## src/rtl/fp_addsub_if.sv

```systemverilog
// rtl/fp_addsub_if.sv - stb/ack handshake bundle for the floating-point adder/subtractor
// Ports (W = word width):
//   input_a / input_a_stb / input_a_ack        operand A and its handshake
//   input_b / input_op / input_b_stb / input_b_ack   operand B, add/sub select and handshake
//   output_z / output_z_stb / output_z_ack     result and its handshake
// master = operand producer / result consumer, slave = the adder.
interface fp_addsub_if #(
  parameter int W = 32
);
  logic [W-1:0] input_a;
  logic         input_a_stb;
  logic         input_a_ack;
  logic [W-1:0] input_b;
  logic         input_op;
  logic         input_b_stb;
  logic         input_b_ack;
  logic [W-1:0] output_z;
  logic         output_z_stb;
  logic         output_z_ack;

  modport master (
    output input_a, input_a_stb, input_b, input_op, input_b_stb, output_z_ack,
    input  input_a_ack, input_b_ack, output_z, output_z_stb
  );

  modport slave (
    input  input_a, input_a_stb, input_b, input_op, input_b_stb, output_z_ack,
    output input_a_ack, input_b_ack, output_z, output_z_stb
  );
endinterface

```

## src/rtl/fp_addsub.sv

```systemverilog
// rtl/fp_addsub.sv - parametrised floating-point adder/subtractor, round-to-nearest-even
// Ports:
//   clk  rising-edge clock
//   rst  synchronous active-high reset
//   bus  fp_addsub_if.slave: A, B(+op) operands in, Z result out, each with stb/ack
module fp_addsub #(
  parameter int EXP_W = 8,
  parameter int MAN_W = 23
) (
  input  logic       clk,
  input  logic       rst,
  fp_addsub_if.slave bus
);
  localparam int W    = 1 + EXP_W + MAN_W;
  localparam int M    = MAN_W + 1;               // mantissa with hidden bit
  localparam int M1   = M + 1;
  localparam int XW   = M + 3;                   // plus guard, round, sticky
  localparam int EW   = EXP_W + 2;               // signed unbiased exponent
  localparam int BIAS = (1 << (EXP_W - 1)) - 1;
  localparam int EMIN = 1 - BIAS;
  localparam int EMAX = (1 << EXP_W) - 1;

  localparam logic [W-1:0] QNAN = {1'b0, {EXP_W{1'b1}}, 1'b1, {(MAN_W-1){1'b0}}};

  localparam logic [3:0] S_GET_A   = 4'd0;
  localparam logic [3:0] S_GET_B   = 4'd1;
  localparam logic [3:0] S_UNPACK  = 4'd2;
  localparam logic [3:0] S_SPECIAL = 4'd3;
  localparam logic [3:0] S_ALIGN   = 4'd4;
  localparam logic [3:0] S_ADD     = 4'd5;
  localparam logic [3:0] S_NORM    = 4'd6;
  localparam logic [3:0] S_ROUND   = 4'd7;
  localparam logic [3:0] S_PACK    = 4'd8;
  localparam logic [3:0] S_PUT_Z   = 4'd9;

  logic [3:0]          r_state;
  logic                r_a_ack, r_b_ack, r_z_stb;
  logic [W-1:0]        r_a, r_b, r_z, r_spec_z;
  logic                r_op, r_sa, r_sb, r_special, r_sign, r_sub, r_zero;
  logic signed [EW-1:0] r_ea, r_eb, r_e;
  logic [M-1:0]        r_ma, r_mb, r_rm;
  logic [XW-1:0]       r_mx, r_my, r_m;
  logic [XW:0]         r_sum;

  logic [EXP_W-1:0]    w_exp_a, w_exp_b;
  logic [MAN_W-1:0]    w_man_a, w_man_b;
  logic                w_a_nan, w_b_nan, w_a_inf, w_b_inf, w_a_zero, w_b_zero;
  logic                w_is_special;
  logic [W-1:0]        w_spec_z, w_pack;
  logic                w_swap, w_sticky, w_found, w_rup;
  logic signed [EW-1:0] w_el, w_es, w_diff, w_bexp;
  logic [M-1:0]        w_ml, w_ms;
  logic [XW-1:0]       w_ext, w_shifted, w_my;
  logic [M1-1:0]       w_rnd;
  int                  w_lz, w_room, w_sh;

  assign w_exp_a  = r_a[W-2:MAN_W];
  assign w_exp_b  = r_b[W-2:MAN_W];
  assign w_man_a  = r_a[MAN_W-1:0];
  assign w_man_b  = r_b[MAN_W-1:0];
  assign w_a_nan  = (&w_exp_a) && (|w_man_a);
  assign w_b_nan  = (&w_exp_b) && (|w_man_b);
  assign w_a_inf  = (&w_exp_a) && !(|w_man_a);
  assign w_b_inf  = (&w_exp_b) && !(|w_man_b);
  assign w_a_zero = ~|r_a[W-2:0];
  assign w_b_zero = ~|r_b[W-2:0];

  // r_sb already carries the op inversion, so inf-inf shows up as opposite signs.
  always_comb begin
    w_is_special = 1'b1;
    w_spec_z     = QNAN;
    if (w_a_nan || w_b_nan || (w_a_inf && w_b_inf && (r_sa != r_sb))) w_spec_z = QNAN;
    else if (w_a_inf)                w_spec_z = {r_sa, {EXP_W{1'b1}}, {MAN_W{1'b0}}};
    else if (w_b_inf)                w_spec_z = {r_sb, {EXP_W{1'b1}}, {MAN_W{1'b0}}};
    else if (w_a_zero && w_b_zero)   w_spec_z = {r_sa & r_sb, {(W-1){1'b0}}};
    else                             w_is_special = 1'b0;
  end

  // Raw exp/man fields order the same way as (exponent, mantissa) pairs,
  // subnormals included, so they pick the reference operand directly.
  always_comb begin
    w_swap = r_b[W-2:0] > r_a[W-2:0];
    w_el   = w_swap ? r_eb : r_ea;
    w_es   = w_swap ? r_ea : r_eb;
    w_ml   = w_swap ? r_mb : r_ma;
    w_ms   = w_swap ? r_ma : r_mb;
    w_diff = w_el - w_es;
    w_ext  = {w_ms, 3'b000};
    if (int'(w_diff) >= MAN_W + 3) begin
      w_shifted = '0;
      w_sticky  = |w_ms;
    end else begin
      w_shifted = w_ext >> w_diff;
      w_sticky  = |(w_ext & ~({XW{1'b1}} << w_diff));
    end
    w_my = w_shifted | {{(XW-1){1'b0}}, w_sticky};
  end

  // Left-normalise no further than the minimum exponent; what remains is subnormal.
  always_comb begin
    w_lz    = 0;
    w_found = 1'b0;
    for (int i = XW - 1; i >= 0; i--) begin
      if (!w_found) begin
        if (r_sum[i]) w_found = 1'b1;
        else          w_lz    = w_lz + 1;
      end
    end
    w_room = int'(r_e) - EMIN;
    w_sh   = (w_lz < w_room) ? w_lz : w_room;
  end

  assign w_rup = r_m[2] & (r_m[1] | r_m[0] | r_m[3]);
  assign w_rnd = {1'b0, r_m[XW-1:3]} + M1'(w_rup);

  always_comb begin
    w_bexp = r_e + EW'(BIAS);
    if (r_special)           w_pack = r_spec_z;
    else if (r_zero)         w_pack = '0;
    else if (!r_rm[M-1])     w_pack = {r_sign, {EXP_W{1'b0}}, r_rm[MAN_W-1:0]};
    else if (int'(w_bexp) >= EMAX) w_pack = {r_sign, {EXP_W{1'b1}}, {MAN_W{1'b0}}};
    else                     w_pack = {r_sign, w_bexp[EXP_W-1:0], r_rm[MAN_W-1:0]};
  end

  always_ff @(posedge clk) begin
    if (rst) begin
      r_state <= S_GET_A;
      r_a_ack <= 1'b0;
      r_b_ack <= 1'b0;
      r_z_stb <= 1'b0;
      r_z     <= '0;
    end else begin
      case (r_state)
        S_GET_A: begin
          if (r_a_ack && bus.input_a_stb) begin
            r_a     <= bus.input_a;
            r_a_ack <= 1'b0;
            r_state <= S_GET_B;
          end else begin
            r_a_ack <= 1'b1;
          end
        end
        S_GET_B: begin
          if (r_b_ack && bus.input_b_stb) begin
            r_b     <= bus.input_b;
            r_op    <= bus.input_op;
            r_b_ack <= 1'b0;
            r_state <= S_UNPACK;
          end else begin
            r_b_ack <= 1'b1;
          end
        end
        S_UNPACK: begin
          r_sa    <= r_a[W-1];
          r_sb    <= r_b[W-1] ^ r_op;
          r_ea    <= (w_exp_a == '0) ? EW'(EMIN) : EW'(int'(w_exp_a) - BIAS);
          r_eb    <= (w_exp_b == '0) ? EW'(EMIN) : EW'(int'(w_exp_b) - BIAS);
          r_ma    <= {|w_exp_a, w_man_a};
          r_mb    <= {|w_exp_b, w_man_b};
          r_state <= S_SPECIAL;
        end
        S_SPECIAL: begin
          // Special results bypass the arithmetic stages; PACK forwards them,
          // giving the fixed short latency.
          r_special <= w_is_special;
          r_spec_z  <= w_spec_z;
          r_state   <= w_is_special ? S_PACK : S_ALIGN;
        end
        S_ALIGN: begin
          r_mx    <= {w_ml, 3'b000};
          r_my    <= w_my;
          r_e     <= w_el;
          r_sign  <= w_swap ? r_sb : r_sa;
          r_sub   <= r_sa != r_sb;
          r_state <= S_ADD;
        end
        S_ADD: begin
          r_sum   <= r_sub ? ({1'b0, r_mx} - {1'b0, r_my}) : ({1'b0, r_mx} + {1'b0, r_my});
          r_state <= S_NORM;
        end
        S_NORM: begin
          if (r_sum[XW]) begin
            r_m <= {r_sum[XW:2], r_sum[1] | r_sum[0]};
            r_e <= r_e + EW'(1);
          end else begin
            r_m <= r_sum[XW-1:0] << w_sh;
            r_e <= r_e - EW'(w_sh);
          end
          r_zero  <= ~|r_sum;
          r_state <= S_ROUND;
        end
        S_ROUND: begin
          if (w_rnd[M]) begin
            r_rm <= w_rnd[M:1];
            r_e  <= r_e + EW'(1);
          end else begin
            r_rm <= w_rnd[M-1:0];
          end
          r_state <= S_PACK;
        end
        S_PACK: begin
          r_z     <= w_pack;
          r_z_stb <= 1'b1;
          r_state <= S_PUT_Z;
        end
        S_PUT_Z: begin
          if (bus.output_z_ack) begin
            r_z_stb <= 1'b0;
            r_state <= S_GET_A;
          end
        end
        default: r_state <= S_GET_A;
      endcase
    end
  end

  assign bus.input_a_ack  = r_a_ack;
  assign bus.input_b_ack  = r_b_ack;
  assign bus.output_z     = r_z;
  assign bus.output_z_stb = r_z_stb;
endmodule
```

## src/flat_wrapper.sv

```systemverilog
// flat-port wrapper written by rule: the top's interface ports become plain ports
module fp_addsub_flat 
#(
  parameter int EXP_W = 8,
  parameter int MAN_W = 23
)
  (clk, rst, bus_input_a, bus_input_a_stb, bus_input_b, bus_input_op, bus_input_b_stb, bus_output_z_ack, bus_input_a_ack, bus_input_b_ack, bus_output_z, bus_output_z_stb);
  fp_addsub_if bus_i ();
  input  logic clk;
  input  logic rst;
  input wire logic [$bits(bus_i.input_a)-1:0] bus_input_a;
  input wire logic [$bits(bus_i.input_a_stb)-1:0] bus_input_a_stb;
  input wire logic [$bits(bus_i.input_b)-1:0] bus_input_b;
  input wire logic [$bits(bus_i.input_op)-1:0] bus_input_op;
  input wire logic [$bits(bus_i.input_b_stb)-1:0] bus_input_b_stb;
  input wire logic [$bits(bus_i.output_z_ack)-1:0] bus_output_z_ack;
  output wire logic [$bits(bus_i.input_a_ack)-1:0] bus_input_a_ack;
  output wire logic [$bits(bus_i.input_b_ack)-1:0] bus_input_b_ack;
  output wire logic [$bits(bus_i.output_z)-1:0] bus_output_z;
  output wire logic [$bits(bus_i.output_z_stb)-1:0] bus_output_z_stb;
  assign bus_i.input_a = bus_input_a;
  assign bus_i.input_a_stb = bus_input_a_stb;
  assign bus_i.input_b = bus_input_b;
  assign bus_i.input_op = bus_input_op;
  assign bus_i.input_b_stb = bus_input_b_stb;
  assign bus_i.output_z_ack = bus_output_z_ack;
  assign bus_input_a_ack = bus_i.input_a_ack;
  assign bus_input_b_ack = bus_i.input_b_ack;
  assign bus_output_z = bus_i.output_z;
  assign bus_output_z_stb = bus_i.output_z_stb;
  fp_addsub #(.EXP_W(EXP_W), .MAN_W(MAN_W)) u_core (.clk(clk), .rst(rst), .bus(bus_i));
endmodule
```

## config.mk

```make
export PLATFORM = sky130hd
export DESIGN_NAME = fp_addsub_flat
export DESIGN_NICKNAME = d
export VERILOG_FILES = /design/src/rtl/fp_addsub_if.sv /design/src/rtl/fp_addsub.sv /design/src/flat_wrapper.sv
export SDC_FILE = /design/constraint.sdc
export NUM_CORES = 1
export LEC_CHECK = 0
export ABC_AREA = 1
export BUFFER_PORTS_ARGS = -buffer_cell sky130_fd_sc_hd__buf_2
export CORE_ASPECT_RATIO = 1.4
export CORE_MARGIN = 3
export CORE_UTILIZATION = 44
export CTS_CLUSTER_DIAMETER = 50
export DETAILED_ROUTE_END_ITERATION = 16
export GPL_ROUTABILITY_DRIVEN = 0
export SLEW_MARGIN = 5
export SYNTH_ARGS = -nofsm -noshare
export SYNTH_HDL_FRONTEND = slang
export SYNTH_SLANG_ARGS = --single-unit
```

## constraint.sdc

```tcl
create_clock -name clk -period 45.9 [get_ports clk]
set_input_delay 4.59 -clock clk [delete_from_list [all_inputs] [get_ports clk]]
set_output_delay 4.59 -clock clk [all_outputs]
set_load 0.1 [all_outputs]
```

# Yosys cells after proc, flatten, opt, wreduce, memory -nomap -nowiden
# Cells that the tools add are included.
[totals]
regBits = 350
input_bits = 70
word_cells = 277
[op_classes]
addsub = 36
n_lt_le_gt_ge = 4
eq_ne = 14
shift = 3
n_mux = 138
bitwise = 10
n_reduce_logical = 44
[op_table]
columns = ["cell", "n"]
rows = [
  ["two-way mux 32 bit", 58],
  ["adder 32 x 2 -> 32 bit (second input constant)", 25],
  ["two-way mux 31 bit", 2],
  ["OR reduction 31 bit", 2],
  ["two-way mux 1 bit", 61],
  ["two-way mux 24 bit", 2],
  ["OR reduction 23 bit", 2],
  ["two-way mux 10 bit", 4],
  ["case mux 4 bit (10 select lines)", 1],
  ["less-than comparator 32 bit", 1],
  ["left shift 27 x 32 -> 27 bit", 1],
  ["> comparator 31 bit", 1],
  ["case mux 10 bit (3 select lines)", 1],
  ["adder 27 x 27 -> 28 bit", 1],
  ["two-way mux 28 bit", 1],
  ["OR reduction 28 bit", 1],
  ["subtractor 27 x 27 -> 28 bit", 1],
  ["bitwise AND 27 bit", 1],
  ["two-way mux 27 bit", 1],
  ["inverter 27 bit", 1],
  ["bitwise OR 27 x 1 -> 27 bit", 1],
  ["OR reduction 27 bit", 1],
  ["left shift 27 x 10 -> 27 bit (first input constant)", 1],
  ["right shift 27 x 10 -> 27 bit", 1],
  ["other kinds (37)", 77],
]

# Depth between registers and ports, before layout
# Gate-level depths: netlist of run 1.
[logic_depth]
ltp_word = 84
depth_mapped = 130
ltp_nobuf = 127

# Worst setup path after synthesis of run 1
# Ideal clock, no wire load.
[synth_path]
path_kind = "register -> register"
start = "register u_core.r_sum[25]"
end = "register u_core.r_e[9] (data pin)"
setup_time_ps = 253
arrival_time_ps = 16882
t_required_ps = 45647
slack_ps = 28765
stages_incl_launch_ff = 127
n_path_buf = 3
period_less_slack_ps = 17135
path_cell_list = "edfxtp_1 > inv_1 > nor2_1 > ha_1 > inv_1 > a21oi_1 > ha_1 > nand2_1 > nand3_1 > nand2_1 > inv_1 > ha_1 > nand2_1 > nand2_1 > ha_1 > o21ai_0 > inv_1 > ha_1 > [... 91 more ...] > buf_6 > ha_1 > nand2_1 > nor2_1 > a211oi_1 > inv_1 > nand2_1 > nand2_1 > a21oi_1 > nor2_1 > o21ai_1 > nand2_1 > a21o_1 > a21o_1 > nand2_1 > nand3_1 > nand2_1 > nand2_1"
[synth_between]
elab_chain_len = 82
elab_cells_between_ends = 108
classes_between = "26 x add/sub; 1 x order compare; 81 x mux"
[synth_rtl]
columns = ["item", "line_no", "text"]
rows = [
  ["start: declaration", "fp_addsub.sv:43", "logic [XW:0] r_sum;"],
  ["start signal: assignment", "fp_addsub.sv:178", "r_sum <= r_sub ? ({1'b0, r_mx} - {1'b0, r_my}) : ({1'b0, r_mx} + {1'b0, r_my});"],
  ["two-way mux 32 bit", "fp_addsub.sv:105", "if (r_sum[i]) w_found = 1'b1;"],
  ["two-way mux 32 bit", "fp_addsub.sv:104", "if (!w_found) begin"],
  ["adder 32 x 2 -> 32 bit", "fp_addsub.sv:106", "else w_lz = w_lz + 1;"],
  ["two-way mux 32 bit", "fp_addsub.sv:105", ""],
  ["two-way mux 32 bit", "fp_addsub.sv:104", ""],
  ["adder 32 x 2 -> 32 bit", "fp_addsub.sv:106", ""],
  ["two-way mux 32 bit", "fp_addsub.sv:105", ""],
  ["two-way mux 32 bit", "fp_addsub.sv:104", ""],
  ["[... 66 more ...]", "n/a", ""],
  ["adder 32 x 2 -> 32 bit", "fp_addsub.sv:106", ""],
  ["two-way mux 32 bit", "fp_addsub.sv:105", ""],
  ["two-way mux 32 bit (*)", "fp_addsub.sv:104", ""],
  ["less-than comparator 32 bit", "fp_addsub.sv:110", "w_sh = (w_lz < w_room) ? w_lz : w_room;"],
  ["two-way mux 32 bit (*)", "fp_addsub.sv:110", ""],
  ["subtractor 10 bit (*)", "fp_addsub.sv:187", "r_e <= r_e - EW'(w_sh);"],
  ["two-way mux 10 bit (*)", "fp_addsub.sv:182", "if (r_sum[XW]) begin"],
  ["case mux 10 bit (3 select lines) (*)", "fp_addsub.sv:133", "case (r_state)"],
  ["end signal: assignment", "fp_addsub.sv:184", "r_e <= r_e + EW'(1);"],
  ["end signal: assignment", "fp_addsub.sv:187", ""],
  ["end signal: assignment", "fp_addsub.sv:195", "r_e <= r_e + EW'(1);"],
  ["end: declaration", "fp_addsub.sv:40", "logic signed [EW-1:0] r_ea, r_eb, r_e;"],
]
# Every way passes the cells marked *; elsewhere a longest branch is shown, timed or not.
# A chain may end at the register's enable or synchronous reset.

# Final worst setup path of run 1
[layout_path]
start = "register u_core.r_sum[25]"
end = "register u_core.r_e[8] (data pin)"
# The elaborated chain is that of the path after synthesis.

==> results.sh, run 1 <==
export IMPL_status="completed"
export IMPL_avgSynthCellArea_um2=7.588
export IMPL_hpwlAfterDp_mm=52.15
export IMPL_reg2regPathDepth=120
export IMPL_crit_path_frequent_cell="ha_1"
export IMPL_ys_warn_count=0
export IMPL_max_slew_margin_pct=16.92
export IMPL_async_flop_share_pct=0
export IMPL_finalSetupViolCount=0
export IMPL_clk_path_buf_depth=3
export IMPL_grt_max_degree=91
export IMPL_ir_drop_v=0.00003435
export IMPL_crit_start="u_core.r_sum[25]"
export IMPL_grt_pass1_vias=22250
export IMPL_syn_inst=3299
export IMPL_cap_violations=0
export IMPL_drive_above_1_share_pct=12.74
export IMPL_cts_setup_buffers=0
export IMPL_drt_iter0_drc=1563
export IMPL_die_area_mm2=0.05983
export IMPL_rsz0062_at_grt="false"
export IMPL_cts_tree="yes"
export IMPL_numCtsBuffers=39
export IMPL_crit_path_end="u_core.r_e[8]"
export IMPL_p_leak_nw=12.15
export IMPL_path_clk_slew_ns=0.06
export IMPL_track_usage_pct=21.58
export IMPL_final_common_cell="nand2_1"
export IMPL_antenna_found_initial=0
export IMPL_fin_crit_sh_pct=42.57
export IMPL_die_height_um=288.2
export IMPL_vias=22370
export IMPL_ys_seq_elements=319
export IMPL_hp_class="reg -> reg"
export IMPL_yosysSeqAreaShare_pct=36.71
export IMPL_max_freq_mhz=51.18
export IMPL_cts_max_level=2
export IMPL_grt_overflow=0
export IMPL_slowest_stage="clkinv_1"
export IMPL_synth_ff_type="edfxtp_1"
export IMPL_root_buffer="clkbuf_16"
export IMPL_coreArea_mm2=0.05577
export IMPL_skew_ns=0.03646
export IMPL_crit_required_ns=46.21
export IMPL_fin_util_pct=49.28
export IMPL_slew_viol_final=0
export IMPL_worstMarginPinSlew_ns=1.245
export IMPL_finalNetCount=3609
export IMPL_post_route_min_period_ns=19.54
export IMPL_final_antenna_net_count=0
export IMPL_wl_met3_mm=2.670
export IMPL_io_pins=105
export IMPL_startpoint_type="flip-flop"
export IMPL_final_cell_mix="nand2_1 (680), inv_1 (426), nor2_1 (300), nand3_1 (291), edfxtp_1 (280)"
export IMPL_viasPerCell=5.399
export IMPL_num_rows=102
export IMPL_syn_area_mm2=0.02503
export IMPL_synth_cell_type_count=77
export IMPL_n_antenna_cell=0
export IMPL_syn_to_final_growth_pct=9.797
export IMPL_start_util_pct=44.88
export IMPL_crit_fanout=29
export IMPL_crit_type="reg -> reg"
export IMPL_r2r_end="u_core.r_e[8]"
export IMPL_drt_total_wl_mm=65.40
export IMPL_hold_viol_final=0
export IMPL_synth_edf_count=280
export IMPL_post_drt_wl_per_cell_um=15.79
export IMPL_wl_met1_mm=24.79
export IMPL_grt_pass1_wl_mm=106.8
export IMPL_highest_layer="met4"
export IMPL_drc_errors=0
export IMPL_cp_slowest_stage_delay_ns=0.76
export IMPL_r2r_slack_ns=26.36
export IMPL_crit_path_end_kind="flip-flop"
export IMPL_fin_setup_tns_ns=0
export IMPL_clkSinkCount=319
export IMPL_clock_latency_ns=0.56
export IMPL_dr_pass1_iters=6
export IMPL_post_cts_resized=0
export IMPL_die_w_um=207.6
export IMPL_met2_wirelength_mm=33.46
export IMPL_power_density_mw_per_mm2=27.19
export IMPL_r2r_start="u_core.r_sum[25]"
export IMPL_cp_arrival_ns=19.84
export IMPL_postCtsHoldBufs=0
export IMPL_io_buffers=104
## cells by family after synthesis
family,Yosys count,share of synthesized area (%)
muxes,7,0.2799
other,1,0.01498
xor gates and xnor gates,62,2.199
AOI/OAI and AO/OA,531,12.01
DFF,319,36.71
and+or+nand+nor,1654,31.93
buffers and inverters,573,9.202
adders and majority gates,152,7.658
## report_power, final
group          total (mW)  leakage (nW)  switching, mW  internal (mW)
combinational       0.122          8.71         0.0873         0.0343
clock               0.294         0.610          0.122          0.173
sequential          0.331          2.82        0.00528          0.326
total               0.747          12.1          0.214          0.533
## registers in the layout (all words and copies together) (netlist names), 3 cells and up
| register | flops |
|---|---|
| u_core.r_e | 10 |
| u_core.r_mb | 24 |
| u_core.r_state | 4 |
| u_core.r_a | 32 |
| u_core.r_eb | 9 |
| u_core.r_my | 27 |
| u_core.r_m | 27 |
| u_core.r_spec_z | 3 |
| u_core.r_rm | 24 |
| u_core.r_ea | 9 |
| u_core.r_ma | 24 |
| u_core.r_sum | 28 |
| u_core.r_mx | 24 |
| u_core.r_b | 32 |
| u_core.bus.output_z | 32 |
## area by class of cell
class                           count  area [um^2]
Clock buffer                       51         1072
Clock inverter                     18        163.9
Fill cell                        5422        28290
Inverter                          480         1826
Multi-Input combinational cell   2423        13650
Sequential cell                   319         9189
Tap cell                          728        910.9
Timing Repair Buffer              124        670.6
## critical path, delay by kind of cell (launching register included)
family	cells	cell delay [ns]
adders and majority gates	29	8.54
AOI/OAI and AO/OA	26	4.09
and+or+nand+nor	36	3.34
buffers and inverters	28	2.73
DFF	1	0.47
xor gates and xnor gates	1	0.14
## cell usage after synthesis (all sizes together) (18+ instances only)
library cell  instances  share of area, %
inv                 467               7.1
o21ai               252               5.1
edfxtp              280                34
or2                  18              0.45
nand3               335               7.8
nand2               766                13
o21bai               18              0.54
buf                  25              0.76
dfxtp                39               3.1
nand4               113               2.9
nor3                 38              0.84
nor2                342               5.9
nor4                 21              0.52
clkbuf               67               1.1
xor2                 55               2.0
a21oi               156               3.1
ha                  150               7.5
## worst min path at each step
stage                        start           to  slack, ns  cells after the start
CTS                 u_core.r_a[31]  u_core.r_sa       0.43                      0
detailed placement  u_core.r_a[31]  u_core.r_sa       0.41                      0
global route        u_core.r_a[31]  u_core.r_sa       0.44                      0
floorplan           u_core.r_a[31]  u_core.r_sa       0.40                      0
global placement    u_core.r_a[31]  u_core.r_sa       0.40                      0
finish              u_core.r_a[31]  u_core.r_sa       0.43                      0
## stage by stage
step	std cells	hold WS [ns]	power (mW)	area, um^2	setup slack (ns)
global placement	4074	0.4031	0.4547	26250	27.03
global route	4143	0.4354	0.7826	27480	24.22
finish	4143	0.4253	0.7473	27480	26.36
detailed placement	4074	0.4150	0.4567	26250	26.40
CTS	4143	0.4310	0.7548	27480	26.33
floorplan	3315	0.4003	0.4251	25090	28.76
## routing by layer
metal,vias up,track usage (%)
met1,10160,22.78
met4,0,13.89
met3,223,2.380
met5,-,0
met2,664,40.71
li1,11320,-
Power figures use the tool's default switching activity.
==> run 2, diff against run 1 <==
--- a/config.mk
+++ b/config.mk
@@ -5,7 +5,7 @@
 export SDC_FILE = /design/constraint.sdc
 export NUM_CORES = 1
 export LEC_CHECK = 0
-export ABC_AREA = 1
+export ABC_AREA = 0
 export BUFFER_PORTS_ARGS = -buffer_cell sky130_fd_sc_hd__buf_2
 export CORE_ASPECT_RATIO = 1.4
 export CORE_MARGIN = 3
==> constraint.sdc (replaced) <==
create_clock -name clk -period 20.4 [get_ports clk]
set_input_delay 2.04 -clock clk [delete_from_list [all_inputs] [get_ports clk]]
set_output_delay 2.04 -clock clk [all_outputs]
set_load 0.1 [all_outputs]
==> run 2 against run 1 <==
Wire length increased by 0.83%. Worst setup slack got worse by 26 ns. Hold slack improved by 0.0024 ns. Flip-flop and latch count unchanged. First-iteration DRC count decreased by 15%. Sequential share of layout area decreased by 0.71 points. Design area increased by 2.2%. Sequential power increased by 140%. Global-route usage increased by 0.25 points. Register-to-register slack got worse by 26 ns. Via count decreased by 6.6%. Area after synthesis decreased by 0.85%.
==> results.sh, run 2 <==
export IMPL_drc_errors=0
export IMPL_fin_total_pwr_mw=1.838
export IMPL_final_cells=3610
export IMPL_use_met3_pct=2.311
export IMPL_clkSinkCount=319
export IMPL_crit_type="reg -> reg"
export IMPL_synth_edf_count=280
export IMPL_fill_cells=5195
export IMPL_avgSynthCellArea_um2=9.025
export IMPL_hpwlAfterDp_mm=50.67
export IMPL_yosysTopAreaCell="edfxtp_1"
export IMPL_final_common_cell="nor2_1"
export IMPL_grt_util_met2_pct=39.98
export IMPL_grt_pass1_vias=20630
export IMPL_synth_ff_type="edfxtp_1"
export IMPL_syn_to_final_growth_pct=13.15
export IMPL_max_freq_mhz=50.53
export IMPL_finalNetCount=3077
export IMPL_r2r_start="u_core.r_sum[25]"
export IMPL_start_util_pct=44.71
export IMPL_register_area_mm2=0.009189
export IMPL_dp_cells=3507
export IMPL_final_cell_mix="nor2_1 (287), edfxtp_1 (280), nand2_1 (277), a21oi_1 (188), mux2i_1 (146)"
export IMPL_status="completed"
export IMPL_io_pins=105
export IMPL_fin_crit_sh_pct=97.02
export IMPL_vias=20890
export IMPL_setup_slack_ns=0.6085
export IMPL_die_w_um=206.7
export IMPL_worstMarginPinSlew_ns=1.172
export IMPL_num_rows=102
export IMPL_die_height_um=287.0
export IMPL_grt_max_degree=83
export IMPL_grt_overflow=0
export IMPL_drt_total_wl_mm=65.95
export IMPL_cts_tree="yes"
export IMPL_die_area_mm2=0.05933
export IMPL_n_antenna_cell=0
export IMPL_post_route_min_period_ns=19.79
export IMPL_post_drt_wl_per_cell_um=18.27
export IMPL_final_antenna_net_count=0
export IMPL_grt_util_met1_pct=24.31
export IMPL_fin_area_mm2=0.02808
export IMPL_gr_max_usage_layer="met2"
export IMPL_track_usage_pct=21.83
export IMPL_numCtsBuffers=36
export IMPL_ys_top_cells_by_count="nor2_1 (297), nand2_1 (283), edfxtp_1 (280), a21oi_1 (200), ha_1 (150)"
export IMPL_drive_above_1_share_pct=14.33
export IMPL_placed_area_mm2=0.02618
export IMPL_clk_path_buf_depth=3
export IMPL_rsz0062_at_grt="true"
export IMPL_synth_top_area_share_pct=33.88
export IMPL_grt_pass1_wl_mm=105.0
export IMPL_dr_pass1_iters=7
export IMPL_hold_viol_final=0
export IMPL_root_buffer="clkbuf_16"
export IMPL_critical_path_buf_inv_count=5
export IMPL_io_buffers=104
export IMPL_ys_top_cells_by_area="edfxtp_1 (34%), ha_1 (7.6%), mux2i_1 (5.9%), nor2_1 (4.5%), nand2_1 (4.3%)"
export IMPL_synth_cell_type_count=100
export IMPL_cts_max_level=2
export IMPL_place_ws_ns=-0.5969
export IMPL_max_slew_margin_pct=21.05
export IMPL_ys_warn_count=0
export IMPL_p_leak_nw=10.82
export IMPL_min_from="u_core.r_a[31]"
export IMPL_viasPerCell=5.787
export IMPL_postCtsHoldBufs=0
export IMPL_multi_input_area_mm2=0.01518
export IMPL_finalSetupViolCount=0
export IMPL_cap_violations=0
export IMPL_crit_fanout=3
export IMPL_power_density_mw_per_mm2=65.46
export IMPL_yosysMostFrequentCell="nor2_1"
export IMPL_crit_family="adder cells"
export IMPL_hp_class="reg -> reg"
export IMPL_crit_start="u_core.r_sum[25]"
export IMPL_cp_arrival_ns=20.04
export IMPL_coreArea_mm2=0.05552
export IMPL_async_flop_share_pct=0
export IMPL_crit_path_end_kind="flip-flop"
export IMPL_path_clk_slew_ns=0.06
export IMPL_skew_ns=0.02903
export IMPL_timing_hold_ws_ns=0.4277
export IMPL_ir_drop_v=0.00006784
export IMPL_crit_required_ns=20.65
export IMPL_yosysSeqAreaShare_pct=37.02
export IMPL_slowest_stage="edfxtp_1"
export IMPL_startpoint_type="flip-flop"
export IMPL_syn_area_mm2=0.02482
export IMPL_crit_path_frequent_cell="ha_1"
export IMPL_cp_slowest_stage_delay_ns=0.41
export IMPL_ys_seq_elements=319
export IMPL_drt_iter0_drc=1331
export IMPL_slew_viol_final=0
export IMPL_syn_inst=2750
export IMPL_antenna_found_initial=0
export IMPL_clock_latency_ns=0.55
[run 2: report_power, final]
group          leakage [nW]  internal [mW]  switching (mW)  total (mW)
Combinational          7.38          0.149           0.270       0.418
Sequential             2.87          0.747          0.0346       0.782
Clock                 0.576          0.373           0.265       0.638
Total                  10.8           1.27           0.569        1.84
[run 2: timing repair]
| item | CTS | global route |
|---|---|---|
| endpoints found under the hold margin | 0 | 0 |
| gates resized for setup | 19 | 80 |
| setup endpoints to repair | 4 | 37 |
| pin swaps | 10 | 71 |
| setup buffers | 13 | 25 |
[run 2: worst paths after layout]
check	to	slack, ns	cells past startpoint
max	u_core.r_e[7]	0.61	111
min	u_core.r_sa	0.43	0
max reg2reg	u_core.r_e[7]	0.61	111
min reg2reg	u_core.r_sa	0.43	0
[run 2: layout make-up]
class,instances,area share (%)
multi-input cells,2182,54.06
flip-flops and latches,319,32.72
repair buffers,182,3.965
clock buffers,45,3.515
well taps,728,3.244
inverters,134,1.827
clock inverters,20,0.6683
[run 2: through the flow]
step / TNS (ns) / utilization, %
2_1_floorplan: 0 / -
3_3_place_gp: 0 / 47.16
3_5_place_dp: -1.938 / 47.16
4_1_cts: 0 / 49.58
5_1_grt: -1.636 / 50.58
6_report: 0 / 50.58
[run 2: kinds of logic after synthesis]
kind of cell	Yosys count	share of synthesized area, %
xor+xnor	180	7.073
other cells	1	0.01511
mux	201	8.515
compound gates	618	15.99
simple gates	1007	19.24
fa+ha+maj	159	8.006
buf+inv	265	4.139
flops	319	37.02
[run 2: routing by layer]
| layer | wire, um | part of all wire [%] | vias to the layer above |
|---|---|---|---|
| met4 | 3987 | 6.0 | 0 |
| met2 | 34310 | 52 | 546 |
| li1 | - | - | 10240 |
| met5 | 0 | 0 | - |
| met1 | 25510 | 39 | 9915 |
| met3 | 2137 | 3.2 | 191 |
==> run 3, diff against run 2 <==
--- a/config.mk
+++ b/config.mk
@@ -13,6 +13,8 @@
 export CTS_CLUSTER_DIAMETER = 50
 export DETAILED_ROUTE_END_ITERATION = 16
 export GPL_ROUTABILITY_DRIVEN = 0
+export GPL_TIMING_DRIVEN = 0
+export RECOVER_POWER = 50
 export SLEW_MARGIN = 5
 export SYNTH_ARGS = -nofsm -noshare
 export SYNTH_HDL_FRONTEND = slang
==> run 3 against run 2 <==
The flow now finishes with violations (max-capacitance violations, max-slew violations). Sequential power down 1%. Clock power rose by 11%. Worst setup slack worse by 0.34 ns. Final cell count increased by 3.3%. Wire length grew 8.2%. Hold slack worse by 0.00057 ns. Critical path type unchanged. Largest cell class unchanged. Highest routed layer unchanged.
==> results.sh, run 3 (synthesized netlist as in run 2, its figures left out) <==
export IMPL_slew_viol_final=62
export IMPL_die_height_um=287.0
export IMPL_drt_total_wl_mm=71.37
export IMPL_crit_path_end_kind="flip-flop"
export IMPL_p_leak_nw=11.05
export IMPL_dr_pass1_iters=6
export IMPL_vias=21620
export IMPL_cp_slowest_stage_delay_ns=0.37
export IMPL_status="complete, but fails checks"
export IMPL_final_common_cell="nor2_1"
export IMPL_startpoint_type="flip-flop"
export IMPL_max_freq_mhz=49.68
export IMPL_clk_path_buf_depth=3
export IMPL_max_slew_margin_pct=-74.35
export IMPL_cts_tree="yes"
export IMPL_grt_max_degree=37
export IMPL_slowest_stage="edfxtp_1"
export IMPL_start_util_pct=44.71
export IMPL_path_clk_slew_ns=0.06
export IMPL_dp_cells=3614
export IMPL_root_buffer="clkbuf_16"
export IMPL_io_pins=105
export IMPL_final_cells=3729
export IMPL_worstMarginPinSlew_ns=2.606
export IMPL_syn_to_final_growth_pct=15.92
export IMPL_fin_crit_sh_pct=98.67
export IMPL_hold_depth=0
export IMPL_crit_fanout=6
export IMPL_antenna_found_initial=0
export IMPL_hpwlAfterDp_mm=55.79
export IMPL_power_density_mw_per_mm2=67.23
export IMPL_cp_arrival_ns=20.39
export IMPL_fill_cells=5210
export IMPL_cts_max_level=2
export IMPL_crit_required_ns=20.66
export IMPL_die_w_um=206.7
export IMPL_coreArea_mm2=0.05552
export IMPL_post_drt_wl_per_cell_um=19.14
export IMPL_finalNetCount=3196
export IMPL_fin_util_pct=51.82
export IMPL_final_antenna_net_count=0
export IMPL_ir_drop_v=0.0001036
export IMPL_grt_pass1_vias=21380
export IMPL_critical_path_buf_inv_count=7
export IMPL_post_route_min_period_ns=20.13
export IMPL_final_cell_mix="nor2_1 (290), edfxtp_1 (280), nand2_1 (276), a21oi_1 (189), mux2i_1 (145)"
export IMPL_drc_errors=0
export IMPL_crit_type="reg -> reg"
export IMPL_track_usage_pct=23.31
export IMPL_clkSinkCount=319
export IMPL_worst_path_stages=113
export IMPL_crit_family="adder cells"
export IMPL_die_area_mm2=0.05933
export IMPL_hp_class="reg -> reg"
export IMPL_n_antenna_cell=0
export IMPL_viasPerCell=5.797
export IMPL_skew_ns=0.04558
export IMPL_hold_viol_final=0
export IMPL_drive_above_1_share_pct=14.16
export IMPL_num_rows=102
export IMPL_reg2regPathDepth=113
export IMPL_clock_latency_ns=0.58
export IMPL_grt_pass1_wl_mm=110.7
export IMPL_rsz0062_at_grt="true"
export IMPL_timing_hold_ws_ns=0.4271
export IMPL_violations="max-capacitance violations, max-slew violations"
export IMPL_finalSetupViolCount=0
export IMPL_numCtsBuffers=37
export IMPL_postCtsHoldBufs=0
export IMPL_cap_violations=2
export IMPL_io_buffers=104
export IMPL_grt_overflow=0
export IMPL_drt_iter0_drc=1602
-- run 3: cell types whose count changed in the layout (fill, tap and decap cells not counted), sizes merged --
cell / before / now
buf: 182 / 194
clkbuf: 45 / 150
clkinvlp: 1 / 2
clkinv: 14 / 9
inv: 137 / 139
bufinv: 2 / 6
-- run 3: worst paths after layout --
kind / from / endpoint / slack (ns)
max: u_core.r_sum[25] / u_core.r_e[7] / 0.27
min: u_core.r_a[31] / u_core.r_sa / 0.43
max reg2reg: u_core.r_sum[25] / u_core.r_e[7] / 0.27
min reg2reg: u_core.r_a[31] / u_core.r_sa / 0.43
-- run 3: worst register-to-register path: cells and delay by family (launching register included) --
| kind | cells | cell delay (ns) |
|---|---|---|
| multiplexers | 14 | 2.88 |
| AND/OR/NAND/NOR | 28 | 3.04 |
| flip-flops | 1 | 0.37 |
| buffers and inverters | 7 | 0.62 |
| adder cells (fa/ha/maj) | 29 | 7.75 |
| AO/OA/AOI/OAI | 35 | 5.16 |
-- run 3: what timing repair did --
item,CTS,global route
pin swaps,42,81
resized for setup,81,66
setup endpoints to repair,37,36
buffers inserted,33,23
gates cloned,0,0
-- run 3: stage by stage --
step	TNS, ns	total power, mW	setup slack (ns)	area, um^2
after global routing	-3.712	2.016	-0.7315	28770
final	0	1.934	0.2706	28770
after floorplan	0	1.087	0.01266	24880
after global placement	-41.19	1.204	-2.439	26310
after detailed placement	-59.84	1.213	-3.009	26520
after CTS	0	1.932	0.006930	28410
-- run 3: cell type report --
cell class | instances | area, um^2 | share of cell area [%]
repair buffers | 175 | 1047 | 3.640
flip-flops and latches | 319 | 9189 | 31.94
clock buffers | 44 | 962.2 | 3.345
multi-input cells | 2182 | 15220 | 52.89
plain buffers | 125 | 580.6 | 2.018
inverters | 134 | 518.0 | 1.801
well taps | 728 | 910.9 | 3.166
clock inverters | 22 | 344.1 | 1.196
-- run 3: metal layers --
layer | routed length (um) | share of wire (%) | GRT usage [%]
met2 | 37300 | 52 | 44.09
met1 | 26550 | 37 | 24.93
met5 | 0 | 0 | 0
met4 | 4689 | 6.6 | 13.11
met3 | 2824 | 4.0 | 2.300
-- run 3: power by group --
| group | switching, mW | internal (mW) | leakage [nW] |
|---|---|---|---|
| Combinational | 0.299 | 0.155 | 7.56 |
| Clock | 0.283 | 0.422 | 0.629 |
| Sequential | 0.0273 | 0.747 | 2.87 |
| Total | 0.609 | 1.32 | 11.1 |
